$ cat src/rtl/uart_frame_loader.sv
// Frame loader from a UART byte stream into a frame-buffer write port: arm, hunt for sync, pack pixels.
// Define FRAME_CHECKSUM_EN to require a trailing modulo-256 checksum byte before a frame counts as good.
module uart_frame_loader #(
  parameter int unsigned IMG_WIDTH       = 128,
  parameter int unsigned IMG_HEIGHT      = 128,
  parameter int unsigned BYTES_PER_PIXEL = 1,
  parameter logic [7:0]  SYNC_BYTE       = 8'hA5,
  parameter int unsigned TIMEOUT_CYCLES  = 1000000,
  localparam int unsigned N_PIX  = IMG_WIDTH * IMG_HEIGHT,
  localparam int unsigned PW     = 8 * BYTES_PER_PIXEL,
  localparam int unsigned ADDR_W = (N_PIX > 1) ? $clog2(N_PIX) : 1
) (
  input  logic              clk,
  input  logic              rst_n_in,
  input  logic [7:0]        rx_data_in,
  input  logic              rx_valid_in,
  input  logic              arm_in,
  input  logic              abort_in,
  output logic              wr_en_out,
  output logic [ADDR_W-1:0] wr_addr_out,
  output logic [PW-1:0]     wr_data_out,
  output logic              busy_out,
  output logic              frame_done_out,
  output logic              frame_error_out,
  output logic [7:0]        frame_count_out,
  output logic [1:0]        state_out
);

  localparam int unsigned LANE_W = (BYTES_PER_PIXEL > 1) ? $clog2(BYTES_PER_PIXEL) : 1;
  localparam int unsigned IDLE_W = $clog2(TIMEOUT_CYCLES);

  typedef enum logic [1:0] {
    ST_IDLE  = 2'd0,
    ST_SYNC  = 2'd1,
    ST_LOAD  = 2'd2,
    ST_CHECK = 2'd3
  } state_e;

  state_e              state_q, state_d;
  logic [LANE_W-1:0]   lane_q, lane_d;
  logic [ADDR_W-1:0]   pix_q, pix_d;
  logic [IDLE_W-1:0]   idle_q, idle_d;
  logic [PW-1:0]       pack_q, pack_d;
  logic                wr_en_q, wr_en_d;
  logic [ADDR_W-1:0]   wr_addr_q, wr_addr_d;
  logic [PW-1:0]       wr_data_q, wr_data_d;
  logic                busy_q, busy_d;
  logic                done_q, done_d;
  logic                error_q, error_d;
  logic [7:0]          count_q, count_d;
  logic [PW-1:0]       pack_shift_c;
  logic                timeout_c;
`ifdef FRAME_CHECKSUM_EN
  logic [7:0]          sum_q, sum_d;
`endif

  // Next-state and output logic; abort outranks incoming bytes and the timeout.
  always_comb begin
    state_d   = state_q;
    lane_d    = lane_q;
    pix_d     = pix_q;
    idle_d    = idle_q;
    pack_d    = pack_q;
    wr_en_d   = 1'b0;
    wr_addr_d = wr_addr_q;
    wr_data_d = wr_data_q;
    done_d    = 1'b0;
    error_d   = error_q;
    count_d   = count_q;
`ifdef FRAME_CHECKSUM_EN
    sum_d     = sum_q;
`endif
    pack_shift_c = (pack_q << 8) | PW'(rx_data_in);
    timeout_c    = (idle_q == IDLE_W'(TIMEOUT_CYCLES - 1));

    case (state_q)
      ST_IDLE: begin
        if (arm_in) begin
          state_d = ST_SYNC;
          error_d = 1'b0;
          pix_d   = '0;
          lane_d  = '0;
          idle_d  = '0;
          pack_d  = '0;
`ifdef FRAME_CHECKSUM_EN
          sum_d   = 8'd0;
`endif
        end
      end

      ST_SYNC: begin
        if (abort_in) begin
          state_d = ST_IDLE;
          error_d = 1'b1;
        end else if (rx_valid_in && (rx_data_in == SYNC_BYTE)) begin
          state_d = ST_LOAD;
          idle_d  = '0;
        end
      end

      ST_LOAD: begin
        if (abort_in) begin
          state_d = ST_IDLE;
          error_d = 1'b1;
        end else if (rx_valid_in) begin
          idle_d = '0;
          pack_d = pack_shift_c;
`ifdef FRAME_CHECKSUM_EN
          sum_d  = sum_q + rx_data_in;
`endif
          if (lane_q == LANE_W'(BYTES_PER_PIXEL - 1)) begin
            lane_d    = '0;
            wr_en_d   = 1'b1;
            wr_addr_d = pix_q;
            wr_data_d = pack_shift_c;
            pix_d     = pix_q + 1'b1;
            if (pix_q == ADDR_W'(N_PIX - 1)) begin
`ifdef FRAME_CHECKSUM_EN
              state_d = ST_CHECK;
              idle_d  = '0;
`else
              state_d = ST_IDLE;
              done_d  = 1'b1;
              count_d = count_q + 8'd1;
`endif
            end
          end else begin
            lane_d = lane_q + 1'b1;
          end
        end else if (timeout_c) begin
          state_d = ST_IDLE;
          error_d = 1'b1;
          lane_d  = '0;
        end else begin
          idle_d = idle_q + 1'b1;
        end
      end

`ifdef FRAME_CHECKSUM_EN
      ST_CHECK: begin
        if (abort_in) begin
          state_d = ST_IDLE;
          error_d = 1'b1;
        end else if (rx_valid_in) begin
          state_d = ST_IDLE;
          if (rx_data_in == sum_q) begin
            done_d  = 1'b1;
            count_d = count_q + 8'd1;
          end else begin
            error_d = 1'b1;
          end
        end else if (timeout_c) begin
          state_d = ST_IDLE;
          error_d = 1'b1;
        end else begin
          idle_d = idle_q + 1'b1;
        end
      end
`endif

      default: state_d = ST_IDLE;
    endcase

    busy_d = (state_d != ST_IDLE);
  end

  always_ff @(posedge clk or negedge rst_n_in) begin
    if (!rst_n_in) begin
      state_q   <= ST_IDLE;
      lane_q    <= '0;
      pix_q     <= '0;
      idle_q    <= '0;
      pack_q    <= '0;
      wr_en_q   <= 1'b0;
      wr_addr_q <= '0;
      wr_data_q <= '0;
      busy_q    <= 1'b0;
      done_q    <= 1'b0;
      error_q   <= 1'b0;
      count_q   <= 8'd0;
`ifdef FRAME_CHECKSUM_EN
      sum_q     <= 8'd0;
`endif
    end else begin
      state_q   <= state_d;
      lane_q    <= lane_d;
      pix_q     <= pix_d;
      idle_q    <= idle_d;
      pack_q    <= pack_d;
      wr_en_q   <= wr_en_d;
      wr_addr_q <= wr_addr_d;
      wr_data_q <= wr_data_d;
      busy_q    <= busy_d;
      done_q    <= done_d;
      error_q   <= error_d;
      count_q   <= count_d;
`ifdef FRAME_CHECKSUM_EN
      sum_q     <= sum_d;
`endif
    end
  end

  assign wr_en_out       = wr_en_q;
  assign wr_addr_out     = wr_addr_q;
  assign wr_data_out     = wr_data_q;
  assign busy_out        = busy_q;
  assign frame_done_out  = done_q;
  assign frame_error_out = error_q;
  assign frame_count_out = count_q;
  assign state_out       = state_q;

endmodule
$ cat config.mk
export PLATFORM = sky130hd
export DESIGN_NAME = uart_frame_loader
export DESIGN_NICKNAME = d
export VERILOG_FILES = /design/src/rtl/uart_frame_loader.sv
export SDC_FILE = /design/constraint.sdc
export NUM_CORES = 1
export LEC_CHECK = 0
export ABC_AREA = 1
export ABC_CLOCK_PERIOD_IN_PS = 3100
export CORE_UTILIZATION = 38
export DETAILED_ROUTE_END_ITERATION = 7
export PLACE_DENSITY = 0.63
export SLEW_MARGIN = 20
export SYNTH_ARGS = -nofsm -noshare
export SYNTH_HDL_FRONTEND = slang
export SYNTH_SLANG_ARGS = --single-unit
$ cat constraint.sdc
create_clock -name clk -period 3.1 [get_ports clk]
set_input_delay 0.775 -clock clk [delete_from_list [all_inputs] [get_ports clk]]
set_output_delay 0.775 -clock clk [all_outputs]
set_load 0.01 [all_outputs]
Yosys cells after proc, flatten, opt, wreduce, memory -nomap -nowiden
Index checks and enable logic that the tools add are counted.

Register bits: 71. Output and inout bits: 36. Bits of input ports: 13.

Bitwise operators: 2. Add/sub/neg operators: 4. Reduce and logical (&&, ||, !) cells: 11. Multiplexer cells: 41. Equal/unequal tests: 16.

Operator list (number): 2-to-1 mux 20 bit (6); case mux 20 bit (3 select lines) (1); 2-to-1 mux 14 bit (4); case mux 14 bit (2 select lines) (1); adder 20 x 1 -> 20 bit, second input constant (1); equality test 20 bit, second input constant (1); 2-to-1 mux 1 bit (18); 2-to-1 mux 2 bit (8); AND reduction 5 bit (3); adder 14 x 1 -> 14 bit, second input constant (1); equality test 14 bit, second input constant (1); != test 2 bit, second input constant (7); != test 3 bit, second input constant (4); adder 8 x 1 -> 8 bit, second input constant (1); equality test 8 bit, second input constant (1); AND reduction 4 bit (2); case mux 2 bit (3 select lines) (1); AND reduction 6 bit (1); nonzero test 2 bit (2); case mux 1 bit (3 select lines) (1); nonzero test 3 bit (1); equality test 2 x 1 -> 1 bit, second input constant (1); equality test 2 bit, second input constant (1); logical NOT 2 bit (1); 4 further kinds (5).

Logic depth before layout (Yosys ltp)
Depth after elaboration: 7. Gate-level depth with buffers: 12.

Least setup slack after synthesis
Ideal clock, no wire load.

Kind: register to register. Start point: register state_q[0], in the netlist state_out[0]. End point: register pix_q[11]. Path slack: 1.319 ns. Stages on the path, launching flop included: 11. Data required time: 3.017 ns. Data arrival time: 1.699 ns. Path through: dfrtp_1 inv_1 ha_1 buf_4 inv_4 o21a_1 nand3_2 inv_1 buf_4 nand4_1 o21ai_0.

Cells in the longest elaborated chain, start to end: 3.

RTL lines: from (decl) (line 39) `state_e state_q, state_d;`; from (signal assigned) (line 185) `state_q <= state_d;`; equality test 2 bit or logical NOT 2 bit (tied branches) (line 76) `case (state_q)`; != test 2 bit (no source line) or nonzero test 2 bit (tied branches); AND reduction 5 bit (no source line); to (signal assigned) (line 187) `pix_q <= pix_d;`; to (decl) (line 41) `logic [ADDR_W-1:0] pix_q, pix_d;`.

Parallel ways exist; a longest one is shown, timed or not. A chain may end at the register's enable or synchronous reset.

Worst setup path after layout
Start point: input port rx_valid_in. End point: register wr_addr_q[7], in the netlist wr_addr_out[7].

Cells in the longest elaborated chain, start to end: 1.

RTL lines: from (decl) (line 16) `input logic rx_valid_in,`; AND reduction 4 bit (no source line); to (signal assigned) (line 191) `wr_addr_q <= wr_addr_d;`; to (decl) (line 45) `logic [ADDR_W-1:0] wr_addr_q, wr_addr_d;`.

Every way passes these cells.

==> summary.json <==
{
  "outcome": {
    "status": "finished, final reports clean"
  },
  "grt": {
    "grt.total_usage_pct": 17.83,
    "gr-total-overflow": 0,
    "first_global_vias": 3385,
    "grt_pass1_wl_mm": 15.74,
    "antenna_found_initial": 0,
    "grt_start_max_net_pins": 38
  },
  "setup_path": {
    "rrSetupSlack_ns": 1.02,
    "r2r-end": "pix_q[13]",
    "critPathLaunchType": "input pin",
    "worst_r2r_path_depth": 9,
    "timing.critical_path.to_type": "flop",
    "data_required_time_of_the_worst_path_ns": 3.33,
    "timing.critical_path.fanout_max": 37,
    "r2r_start": "state_out[0]",
    "worst-setup-path-type": "input pin to flop",
    "worst_path_arrival_ns": 2.42
  },
  "placement": {
    "port_buffers": 48,
    "dp_worst_setup_slack_ns": 0.5574,
    "place_hpwl_mm": 6.670,
    "cell_area_placed_um2": 4629,
    "finalWeightedCongestion": 0.8735
  },
  "timing": {
    "tightest_slew_ns": 0.6082,
    "finalCriticalPeriod_ns": 2.194,
    "finalClockSkew_ns": 0.01265,
    "hold_violations": 0,
    "clock.fmax_mhz": 455.9,
    "fin_setup_tns_ns": 0,
    "endpoints_failing_setup": 0,
    "unrepaired_setup_endpoints_after_global_routing": "no",
    "timing.max_slew.rel_slack_pct": 59.46,
    "fin_crit_sh_pct": 70.76,
    "timing.hold.ws_ns": 0.4202,
    "final_critical_path_setup_slack_ns": 0.9064,
    "slew_viol_final": 0
  },
  "min_path": {
    "holdCritPathClass": "input pin to asynchronous set/reset pin"
  },
  "logic_synthesis": {
    "ys_seq_elements": 70,
    "synthDominantAreaCellType": "sky130_fd_sc_hd__dfrtp_1",
    "synth_largest_type_area_fraction_pct": 43.97,
    "ranking_of_synthesized_cells_by_area": "sky130_fd_sc_hd__dfrtp_1 (44%), sky130_fd_sc_hd__nand2_1 (16%), sky130_fd_sc_hd__nor2_1 (5.5%), sky130_fd_sc_hd__inv_1 (5.2%), sky130_fd_sc_hd__nand3_1 (4.3%)",
    "synth-seq-area-share_pct": 43.97,
    "postSynthNetCount": 549,
    "post_synth_inst_count": 529,
    "yosys_warnings": 0,
    "post_synth_num_cell_types": 34,
    "postSynthAreaPerCell_um2": 7.531,
    "synth_flop_cell": "sky130_fd_sc_hd__dfrtp_1",
    "ffs_w_async_s_r_synth_pct": 100.0,
    "synthesis.area_um2": 3984,
    "synth_enable_flop_cells": 0
  },
  "route": {
    "detailroute.via_count": 3483,
    "first_pass_iters": 4,
    "totalWireLength_mm": 8.970,
    "drc": 0,
    "drt-initial-drc-count": 91,
    "highest_layer": "met4",
    "detail_route.wirelength.met1_mm": 4.268,
    "drt-wirelength-per-cell_um": 12.36,
    "met3_length_um": 381,
    "final_antenna_net_count": 0,
    "met2_length_mm": 4.208,
    "vias_per_cell": 4.798
  },
  "floorplan": {
    "rows": 37,
    "floorplan.die_area_um2": 10900,
    "die_y_um": 104.4,
    "top_level_ports": 49,
    "initial_utilization_pct": 38.94,
    "die_w_um": 104.4,
    "core_region_area_um2": 10230
  },
  "finish": {
    "area_growth_pct": 21.77,
    "nets_finish": 605,
    "insertedDiodeCount": 0,
    "layout_cell_share_with_drive_strength_beyond_1_pct": 10.17,
    "post-route-cell-area_um2": 4851
  },
  "clock_tree": {
    "postCtsSetupBuffers": 0,
    "htreeDepth": 3,
    "worstSkewPairLatency_ns": 0.35,
    "cts.hold.buffers_added": 0,
    "post_cts_resized": 0,
    "clk_pin_slew_ns": 0.08,
    "cts_tree": "built",
    "number_of_buffers_inserted_during_clock_tree_synthesis": 9,
    "ctsRootBufferMaster": "sky130_fd_sc_hd__clkbuf_8",
    "clock_sink_count": 70,
    "ctsLongestPathBuffers": 2
  },
  "power": {
    "p_leak_nw": 2.092,
    "power_per_cell_area_nw_per_um2": 470.5,
    "power_w": 0.002282,
    "vdd.ir_drop.worst_mv": 0.2129
  },
  "flow_run": {
    "max_cap_viol_count": 0
  }
}
==> cells by family (layout without fill, tap and decap cells) <==
logic type / Yosys count / count (layout) / share of synthesized area (%)
AO/OA/AOI/OAI: 55 / 55 / 8.574
XOR/XNOR: 12 / 12 / 2.638
adder cells (fa/ha/maj): 7 / 7 / 2.198
buffers and inverters: 70 / 131 / 7.506
flip-flops: 70 / 70 / 43.97
AND/OR/NAND/NOR: 315 / 315 / 35.11
==> metrics by stage <==
stage / cells / util, %
finish: 726 / 47.41
global route: 726 / 47.41
CTS: 726 / 47.41
detailed placement: 710 / 45.25
global placement: 710 / 45.25
floorplan: 529 / -
==> sequential cells by signal (all words and copies together), names as in the netlist <==
name / cells
pix_q: 14
frame_done_out: 1
frame_error_out: 1
wr_addr_out: 14
busy_out: 1
frame_count_out: 8
state_out: 2
idle_q: 20
wr_en_out: 1
wr_data_out: 8
==> cell type report <==
| type | count | area [um2] |
|---|---|---|
| Clock buffer | 10 | 127.6 |
| Clock inverter | 6 | 93.84 |
| Fill cell | 1005 | 5380 |
| Inverter | 59 | 226.5 |
| Multi-Input combinational cell | 389 | 1933 |
| Sequential cell | 70 | 1752 |
| Tap cell | 136 | 170.2 |
| Timing Repair Buffer | 56 | 548.0 |
==> worst max-delay path by stage <==
stage | from | endpoint | slack, ns | cells after the start
after global routing | rx_data_in[5] | idle_q[13] | 0.77 | 9
after global placement | rx_data_in[5] | idle_q[14] | 0.57 | 9
after detailed placement | rx_data_in[5] | idle_q[10] | 0.56 | 9
final | rx_valid_in | wr_addr_out[7] | 0.91 | 7
after CTS | rx_data_in[5] | idle_q[4] | 0.93 | 9
after floorplan | state_out[0] | pix_q[11] | 1.32 | 10
==> Yosys cell counts, types with 3 or more instances <==
master / number
sky130_fd_sc_hd__a21oi_1: 6
sky130_fd_sc_hd__buf_6: 3
sky130_fd_sc_hd__clkbuf_1: 4
sky130_fd_sc_hd__dfrtp_1: 70
sky130_fd_sc_hd__ha_1: 7
sky130_fd_sc_hd__inv_1: 55
sky130_fd_sc_hd__nand2_1: 167
sky130_fd_sc_hd__nand3_1: 34
sky130_fd_sc_hd__nand4_1: 24
sky130_fd_sc_hd__nor2_1: 58
sky130_fd_sc_hd__nor3_1: 12
sky130_fd_sc_hd__o21ai_0: 23
sky130_fd_sc_hd__o21ai_1: 7
sky130_fd_sc_hd__o21ai_2: 15
sky130_fd_sc_hd__or2_2: 5
sky130_fd_sc_hd__xnor2_1: 5
sky130_fd_sc_hd__xor2_1: 7
==> placed cells by master (no fill, tap or decap), drive strengths merged, types with 9 or more instances in the layout <==
cell type	synthesis	layout
buf	7	9
clkbuf	4	10
clkdlybuf4s50	0	47
dfrtp	70	70
inv	59	60
nand2	169	169
nand3	37	37
nand4	25	25
nor2	62	62
nor3	14	14
o21ai	45	45
==> worst max-delay path, cell delays in order <==
cell,delay (ns)
sky130_fd_sc_hd__clkdlybuf4s50_1,0.62
sky130_fd_sc_hd__inv_4,0.06
sky130_fd_sc_hd__buf_4,0.21
sky130_fd_sc_hd__nor2_4,0.26
sky130_fd_sc_hd__inv_2,0.27
sky130_fd_sc_hd__nand2_1,0.13
sky130_fd_sc_hd__o21ai_0,0.08
==> metal layers <==
metal / vias to the layer above / track usage [%]
li1: 1811 / -
met3: 11 / 4.449
met5: - / 0
met2: 72 / 28.90
met4: 0 / 5.510
met1: 1589 / 23.31
==> where the power goes <==
| part | switching (W) | total [W] | internal, W | leakage [nW] |
|---|---|---|---|---|
| Sequential | 0.0000254 | 0.000978 | 0.000953 | 0.943 |
| Combinational | 0.000291 | 0.000468 | 0.000177 | 1.04 |
| Clock | 0.000377 | 0.000836 | 0.000459 | 0.107 |
| Total | 0.000693 | 0.00228 | 0.00159 | 2.09 |
(Power assumes the default switching activity.)
